**src/rtl/core_pkg.sv**
```systemverilog
// Shared RS/issue types for the select stage.
// Oldest-first select is enabled by defining ISSUE_AGE_SEL_EN.
package core_pkg;

    localparam int RS_ENTRIES = 8;
    localparam int RS_IDX_W   = $clog2(RS_ENTRIES);

    typedef logic [RS_IDX_W-1:0] rs_idx_t;

    typedef enum logic {
        SLOT_EMPTY = 1'b0,
        SLOT_FULL  = 1'b1
    } slot_state_e;

    typedef struct packed {
        logic    valid;
        rs_idx_t entry;
    } issue_slot_t;

endpackage

```
**src/rtl/age_matrix.sv**
```systemverilog
// NxN allocation-order matrix: older_q[i][j]=1 means i was allocated before j.
// Reports, per entry, whether an older eligible requester exists.
module age_matrix
    import core_pkg::*;
#(
    parameter int N_ENTRIES = RS_ENTRIES,
    parameter int IDX_W     = $clog2(N_ENTRIES)
) (
    input  logic                 clk,
    input  logic                 rst_n,
    input  logic                 alloc_ok,
    input  logic [IDX_W-1:0]     alloc_entry,
    input  logic                 release_ok,
    input  logic [IDX_W-1:0]     release_entry,
    input  logic [N_ENTRIES-1:0] mask_rel,
    input  logic [N_ENTRIES-1:0] elig,
    output logic [N_ENTRIES-1:0] older_req
);

    logic [N_ENTRIES-1:0] older_q [N_ENTRIES];
    logic [N_ENTRIES-1:0] older_d [N_ENTRIES];

    always_comb begin
        older_d = older_q;
        if (release_ok) begin
            for (int i = 0; i < N_ENTRIES; i++) begin
                older_d[release_entry][i] = 1'b0;
                older_d[i][release_entry] = 1'b0;
            end
        end
        // Uses the post-release mask so a same-cycle re-alloc becomes youngest.
        if (alloc_ok) begin
            for (int i = 0; i < N_ENTRIES; i++) begin
                older_d[alloc_entry][i] = 1'b0;
                if (i != int'(alloc_entry))
                    older_d[i][alloc_entry] = mask_rel[i];
            end
        end
    end

    always_comb begin
        older_req = '0;
        for (int i = 0; i < N_ENTRIES; i++)
            for (int j = 0; j < N_ENTRIES; j++)
                older_req[i] = older_req[i] | (elig[j] & older_q[j][i]);
    end

    always_ff @(posedge clk or negedge rst_n) begin
        if (!rst_n) begin
            for (int i = 0; i < N_ENTRIES; i++)
                older_q[i] <= '0;
        end else begin
            older_q <= older_d;
        end
    end

endmodule

```
**src/rtl/issue_select.sv**
```systemverilog
// RS select stage: picks one eligible entry and holds it in a one-deep issue slot.
// ISSUE_AGE_SEL_EN selects oldest-first; otherwise lowest index wins.
module issue_select
    import core_pkg::*;
#(
    parameter int N_ENTRIES = RS_ENTRIES,
    parameter int IDX_W     = $clog2(N_ENTRIES)
) (
    input  logic                 clk,
    input  logic                 rst_n,
    input  logic                 alloc_valid,
    input  logic [IDX_W-1:0]     alloc_entry,
    input  logic                 release_valid,
    input  logic [IDX_W-1:0]     release_entry,
    input  logic [N_ENTRIES-1:0] reqs,
    output logic [IDX_W-1:0]     grant,
    output logic                 grant_valid,
    output logic                 issue_valid,
    output logic [IDX_W-1:0]     issue_entry,
    input  logic                 issue_ready
);

    logic [N_ENTRIES-1:0] alloc_mask;
    logic [N_ENTRIES-1:0] mask_rel;
    logic [N_ENTRIES-1:0] elig;
    logic [N_ENTRIES-1:0] older_req;
    logic [N_ENTRIES-1:0] win;
    logic [IDX_W-1:0]     win_idx;
    logic [IDX_W-1:0]     grant_q;
    logic                 release_ok;
    logic                 alloc_ok;
    logic                 slot_free;
    slot_state_e          state;
    issue_slot_t          slot;

    assign release_ok = release_valid & alloc_mask[release_entry];
    assign mask_rel   = release_ok ? alloc_mask & ~(N_ENTRIES'(1) << release_entry)
                                   : alloc_mask;
    assign alloc_ok   = alloc_valid & ~mask_rel[alloc_entry];

    always_ff @(posedge clk or negedge rst_n) begin
        if (!rst_n)
            alloc_mask <= '0;
        else if (alloc_ok)
            alloc_mask <= mask_rel | (N_ENTRIES'(1) << alloc_entry);
        else
            alloc_mask <= mask_rel;
    end

    assign elig = reqs & alloc_mask;

`ifdef ISSUE_AGE_SEL_EN
    age_matrix #(
        .N_ENTRIES (N_ENTRIES),
        .IDX_W     (IDX_W)
    ) u_age (
        .clk           (clk),
        .rst_n         (rst_n),
        .alloc_ok      (alloc_ok),
        .alloc_entry   (alloc_entry),
        .release_ok    (release_ok),
        .release_entry (release_entry),
        .mask_rel      (mask_rel),
        .elig          (elig),
        .older_req     (older_req)
    );
`else
    assign older_req = '0;
`endif

    assign win = elig & ~older_req;

    always_comb begin
        win_idx = '0;
        for (int i = N_ENTRIES - 1; i >= 0; i--)
            if (win[i])
                win_idx = IDX_W'(i);
    end

    assign slot_free   = ~slot.valid | issue_ready;
    assign grant_valid = (|elig) & slot_free;
    assign grant       = grant_valid ? win_idx : grant_q;

    always_ff @(posedge clk or negedge rst_n) begin
        if (!rst_n) begin
            state   <= SLOT_EMPTY;
            slot    <= '0;
            grant_q <= '0;
        end else begin
            if (grant_valid)
                grant_q <= win_idx;
            unique case (state)
                SLOT_EMPTY: begin
                    if (grant_valid) begin
                        state <= SLOT_FULL;
                        slot  <= '{valid: 1'b1, entry: rs_idx_t'(win_idx)};
                    end
                end
                SLOT_FULL: begin
                    if (issue_ready && grant_valid) begin
                        slot.entry <= rs_idx_t'(win_idx);
                    end else if (issue_ready) begin
                        state      <= SLOT_EMPTY;
                        slot.valid <= 1'b0;
                    end
                end
                default: begin
                    state <= SLOT_EMPTY;
                    slot  <= '0;
                end
            endcase
        end
    end

    assign issue_valid = slot.valid;
    assign issue_entry = IDX_W'(slot.entry);

    a_alloc_legal: assert property (@(posedge clk) disable iff (!rst_n)
        alloc_valid |-> ~mask_rel[alloc_entry]);
    a_release_legal: assert property (@(posedge clk) disable iff (!rst_n)
        release_valid |-> alloc_mask[release_entry]);

endmodule

```
**config.mk**
```make
export PLATFORM = sky130hd
export DESIGN_NAME = issue_select
export DESIGN_NICKNAME = d
export VERILOG_FILES = /design/src/rtl/core_pkg.sv /design/src/rtl/age_matrix.sv /design/src/rtl/issue_select.sv
export SDC_FILE = /design/constraint.sdc
export NUM_CORES = 1
export LEC_CHECK = 0
export ABC_AREA = 1
export CORE_MARGIN = 8
export CORE_UTILIZATION = 51
export DETAILED_ROUTE_END_ITERATION = 10
export PLACE_DENSITY_LB_ADDON = 0.15
export SKIP_CTS_REPAIR_TIMING = 1
export SYNTH_ARGS = -nofsm -noshare
export SYNTH_HDL_FRONTEND = slang
export SYNTH_SLANG_ARGS = --single-unit
```
**constraint.sdc**
```tcl
create_clock -name clk -period 3 [get_ports clk]
set_clock_uncertainty 0.2 [all_clocks]
set_input_delay 0.6 -clock clk [delete_from_list [all_inputs] [get_ports clk]]
set_output_delay 0.6 -clock clk [all_outputs]
set_load 0.01 [all_outputs]
```
# After elaboration in Yosys (flattened, before gate mapping)
# Cells that the tools add are included.
# W data, S select, Z words.
dict set report word_totals {
  reg_bits 16
  inputBits 19
  out_inout_bits 8
  elab_cells 52
}
dict set report op_classes {
  n_lt_le_gt_ge 2
  eq_ne 4
  shift 2
  mux 24
  bitwise 11
  n_reduce_logical 4
}
# op count
set ops {}
lappend ops {{$mux W3} 10}
lappend ops {{$and A8 B8 Y8} 2}
lappend ops {{$mux W8} 2}
lappend ops {{$shl A1 B3 Y8 const A} 2}
lappend ops {{$lt A3 B4 Y1 const B} 2}
lappend ops {{$not A8 Y8} 1}
lappend ops {{$or A8 B8 Y8} 1}
lappend ops {{$pmux W4 S2} 1}
lappend ops {{$reduce_or A8 Y1} 1}
lappend ops {{$mux W1} 7}
lappend ops {{$bmux W1 S3} 2}
lappend ops {{$ne A2 B2 Y1 const B} 3}
lappend ops {{$mux W4} 1}
lappend ops {{$and A1 B1 Y1} 3}
lappend ops {{$not A1 Y1} 3}
lappend ops {{$reduce_and A3 Y1} 1}
lappend ops {{$ne A2 B1 Y1 const B} 1}
lappend ops {{$pmux W1 S2} 1}
lappend ops {{$reduce_and A2 Y1} 1}
lappend ops {{$logic_and A1 B1 Y1} 1}
lappend ops {{$or A1 B1 Y1} 1}

# Longest topological paths before layout
dict set report logic_depth {
  depth_word 11
  depth_mapped 12
  depth_no_buf 12
}

# Worst setup path before layout
# No wires, ideal clock.
dict set report synth_path {
  kind {in2out}
  from {in reqs[5]}
  to {out grant[0]}
  t_arrival_ps 1345
  t_required_ps 2200
  path_slack_ps 855
  path_stages 6
  cell_sequence {nand2_1 -> nand2_1 -> nor2_1 -> nand2_1 -> o21ai_1 -> o21ai_0}
}
dict set report synth_between {
  elab_chain_cells 8
  word_cells_on_any_way 10
}
# item line
set synth_rtl {}
lappend synth_rtl {{from (decl)} issue_select.sv:15} ;# input logic [N_ENTRIES-1:0] reqs,
lappend synth_rtl {{$and A8 B8 Y8 *} issue_select.sv:50} ;# assign elig = reqs & alloc_mask;
lappend synth_rtl {{$mux W3 (6 in series)} issue_select.sv:76} ;# if (win[i])
lappend synth_rtl {{$mux W3 *} --}
lappend synth_rtl {{to (decl)} issue_select.sv:16} ;# output logic [IDX_W-1:0] grant,
# Every way passes the cells marked *; elsewhere a longest branch is shown, timed or not.

# Final worst setup path
dict set report layout_path {
  from {in reqs[6]}
  to {out grant[2]}
}
dict set report layout_between {
  elab_chain_cells 9
  word_cells_on_any_way 11
}
# item line
set layout_rtl {}
lappend layout_rtl {{$and A8 B8 Y8 *} issue_select.sv:50}
lappend layout_rtl {{$mux W3 (7 in series)} issue_select.sv:76}
lappend layout_rtl {{$mux W3 *} --}
# Marks and branches as above.

==> results.yml <==
worst_setup_path:
  critical_path.cell_chain: "clkdlybuf4s50_1 -> nand2_1 -> nand2_1 -> nor2_1 -> nand2_1 -> o21ai_2 -> o21ai_0 -> dlymetal6s2s_1"
  cp.required_ns: 2.20
  cp-startpoint: "reqs[6]"
  cpPeakStageDelay_ns: 0.46
  cp_max_fo: 8
  cp.arrival_ns: 1.99
  critPathCapture: "grant[2]"
  slowest_stage: "clkdlybuf4s50_1"
  criticalPathCategory: "in2out"
  cp-end-kind: "output pin"
  r2r_start: "alloc_mask[1]"
  cpMostUsedCell: "nand2_1"
  worst_r2r_endpoint: "alloc_mask[5]"
  reg2reg_slack_ns: 1.14
  cp-start-kind: "primary input"
  r2r_cells: 10
cells_and_area:
  layout-drive-gt1-share_pct: 10.11
  diodes: 0
  syn2layout_area_growth_pct: 35.62
  finish.instance_area_sq_um: 1363
  nets: 198
  final_core_util_pct: 71.64
timing:
  hold_viol_final: 0
  slew_headroom_pct: 53.96
  slew_viol_final: 0
  holdWs_ns: 0.2930
  rsz0062_at_grt: "false"
  period_needed_ns: 2.793
  fmax_mhz: 358.0
  setup_ws_ns: 0.2066
  finalSetupViolations: 0
  tightest_slew_ns: 0.6885
  fin_crit_sh_pct: 93.11
global_routing:
  grt_pass1_wl_microns: 4229
  use_met3_pct: 4.873
  grt_max_degree: 17
  grt_pass1_vias: 990
  met1_usage_pct: 19.30
  grt_busiest_layer: "met2"
  antenna_found_initial: 0
  grtUsageMet2_pct: 24.39
  overflow: 0
  grt_use_total_pct: 15.02
yosys:
  synth_nets: 165
  synthMuxAreaShare_pct: 0
  netlist_area_sq_um: 1005
  yosys_warnings: 0
  synth_top_family_by_area: "simple AND/OR/NAND/NOR gates"
  yosys.area_share.simple_pct: 45.70
  syn_inst: 146
  synth_cell_types: 20
  synth_top_area_share_pct: 39.85
  yosys.area_share.xor_xnor_pct: 0
  ys_seq_area_share_pct: 39.85
  synth.area.top_cells: "dfrtp_1, nand2_1, nand3_1"
  synth_area_per_cell_sq_um: 6.882
  ys_ff_latch: 16
  synth_fa_ha_area_share_pct: 0
  synth_compound_area_share_pct: 7.970
  yosysTopAreaCell: "dfrtp_1"
power_and_ir_drop:
  peakVddDrop_uv: 594.6
  p_comb_share_pct: 41.5
  p_seq_share_pct: 41.0
  swShare_pct: 36.97
  powerDensity_nw_per_um2: 606.7
  p_clk_share_pct: 17.5
  power_leakage_uw: 0.0007186
  switchingPower_uw: 305.6
  p_int_uw: 521.1
clock_network:
  cts_tree: "done"
  cts_max_path_buffers: 2
  htree_levels: 1
  clk_pin_slew_worst_paths_ns: 0.09
  clk_latency_ns: 0.29
  clkSinkCount: 16
  cts_root_buf: "clkbuf_4"
  cts-buffers-inserted: 3
routing:
  routedWlPerCell_microns: 12.97
  first_iter_violations: 54
  dr_total_vias: 1076
  vias_per_cell: 5.249
  wirelength_microns: 2658
  ant_nets: 0
  dr.pass1.iters: 4
  drc_errors: 0
place:
  gp_congestion: 0.9092
  io_buffer_count: 26
  pre_cts_slack_ns: -0.2687
  dp_hpwl_microns: 2117
  place_area_sq_um: 1313
die:
  initial_utilization_pct: 52.83
  fp.dieW_microns: 60.39
  rows: 16
  die_y_microns: 60.39
  io_pins: 27
  die_area_sq_um: 3646
  coreArea_sq_um: 1902
min_path:
  min_path_type: "reg2reg"
outcome:
  status: "completed"
job:
  maxCapViolations: 0
## cell type report
class                           instances  area, sq um
Multi-Input combinational cell        115        543.0
Fill cell                             157        539.3
Sequential cell                        16        400.4
Timing Repair Buffer                   30        300.3
Inverter                               13        48.80
Clock buffer                            4        36.28
Tap cell                               27        33.78
## registers in the layout, summed over array words and instances, names as in the netlist
signal and flops:
alloc_mask 8, issue_entry 3, state 1, grant_q 3, issue_valid 1
## metal layers
layer | vias up | part of all wire, %
met3 | 2 | 7.1
met1 | 486 | 47
met2 | 40 | 46
met5 | - | 0
li1 | 548 | -
met4 | 0 | 0.26
## placed cells by master (no fill, tap or decap)
cell / instances
inv_2: 2
a21oi_1: 1
clkbuf_4: 3
buf_4: 4
nor2_2: 2
dfrtp_1: 16
o21ai_0: 7
o21ai_4: 1
nand3_1: 21
nand2_2: 1
o21ai_2: 1
inv_1: 10
nor2_4: 2
nand2_1: 56
clkinv_1: 1
nor2_1: 9
o21bai_1: 1
or2_2: 1
clkbuf_8: 1
o21ai_1: 1
dlymetal6s2s_1: 4
clkdlybuf4s50_1: 22
a31oi_1: 1
nand4_1: 10
## cells in the mapped netlist
| library cell | instances |
|---|---|
| nor2_4 | 2 |
| nand4_1 | 10 |
| o21ai_0 | 8 |
| dfrtp_1 | 16 |
| a21oi_1 | 1 |
| clkinv_1 | 1 |
| nor2_1 | 9 |
| o21ai_1 | 1 |
| or2_2 | 1 |
| nand3_1 | 21 |
| nand2_2 | 1 |
| buf_6 | 1 |
| o21ai_4 | 1 |
| nand2_1 | 56 |
| inv_1 | 10 |
| o21bai_1 | 1 |
| inv_2 | 2 |
| buf_2 | 1 |
| a31oi_1 | 1 |
| nor2_2 | 2 |
## stage by stage
stage	setup TNS, ns	cells	total power (uW)
6_report	0	205	826.7
5_1_grt	0	205	882.3
4_1_cts	-0.7330	205	831.9
3_5_place_dp	-0.6885	201	687.5
3_3_place_gp	-0.4278	201	676.4
2_1_floorplan	0	146	515.3
## worst min-delay path by stage
stage	from	to	cells past startpoint
2_1_floorplan	rst_n	alloc_mask[0]	0
3_3_place_gp	issue_entry[2]	issue_entry[2]	2
3_5_place_dp	issue_entry[2]	issue_entry[2]	2
4_1_cts	issue_entry[2]	issue_entry[2]	2
5_1_grt	grant_q[0]	grant_q[0]	2
6_report	issue_entry[2]	issue_entry[2]	2
## kinds of logic (layout without fill, tap and decap cells)
family | count (synthesis) | in the layout
DFF | 16 | 16
AOI/OAI and AO/OA | 13 | 13
buffers and inverters | 15 | 47
and+or+nand+nor | 102 | 102
## power by group through the flow
stage / sequential [uW] / combinational (uW) / clock (uW)
after floorplan: 336 / 179 / 0
after global placement: 344 / 333 / 0
after detailed placement: 344 / 344 / 0
after CTS: 339 / 346 / 147
after global routing: 347 / 378 / 158
final: 339 / 343 / 145
## critical path: cells and delay by family
family / cells / cell delay, ns
AO/OA/AOI/OAI: 2 / 0.37
AND/OR/NAND/NOR: 4 / 0.34
buffers and inverters: 2 / 0.69
No activity file was read; power rests on OpenSTA's default activity.
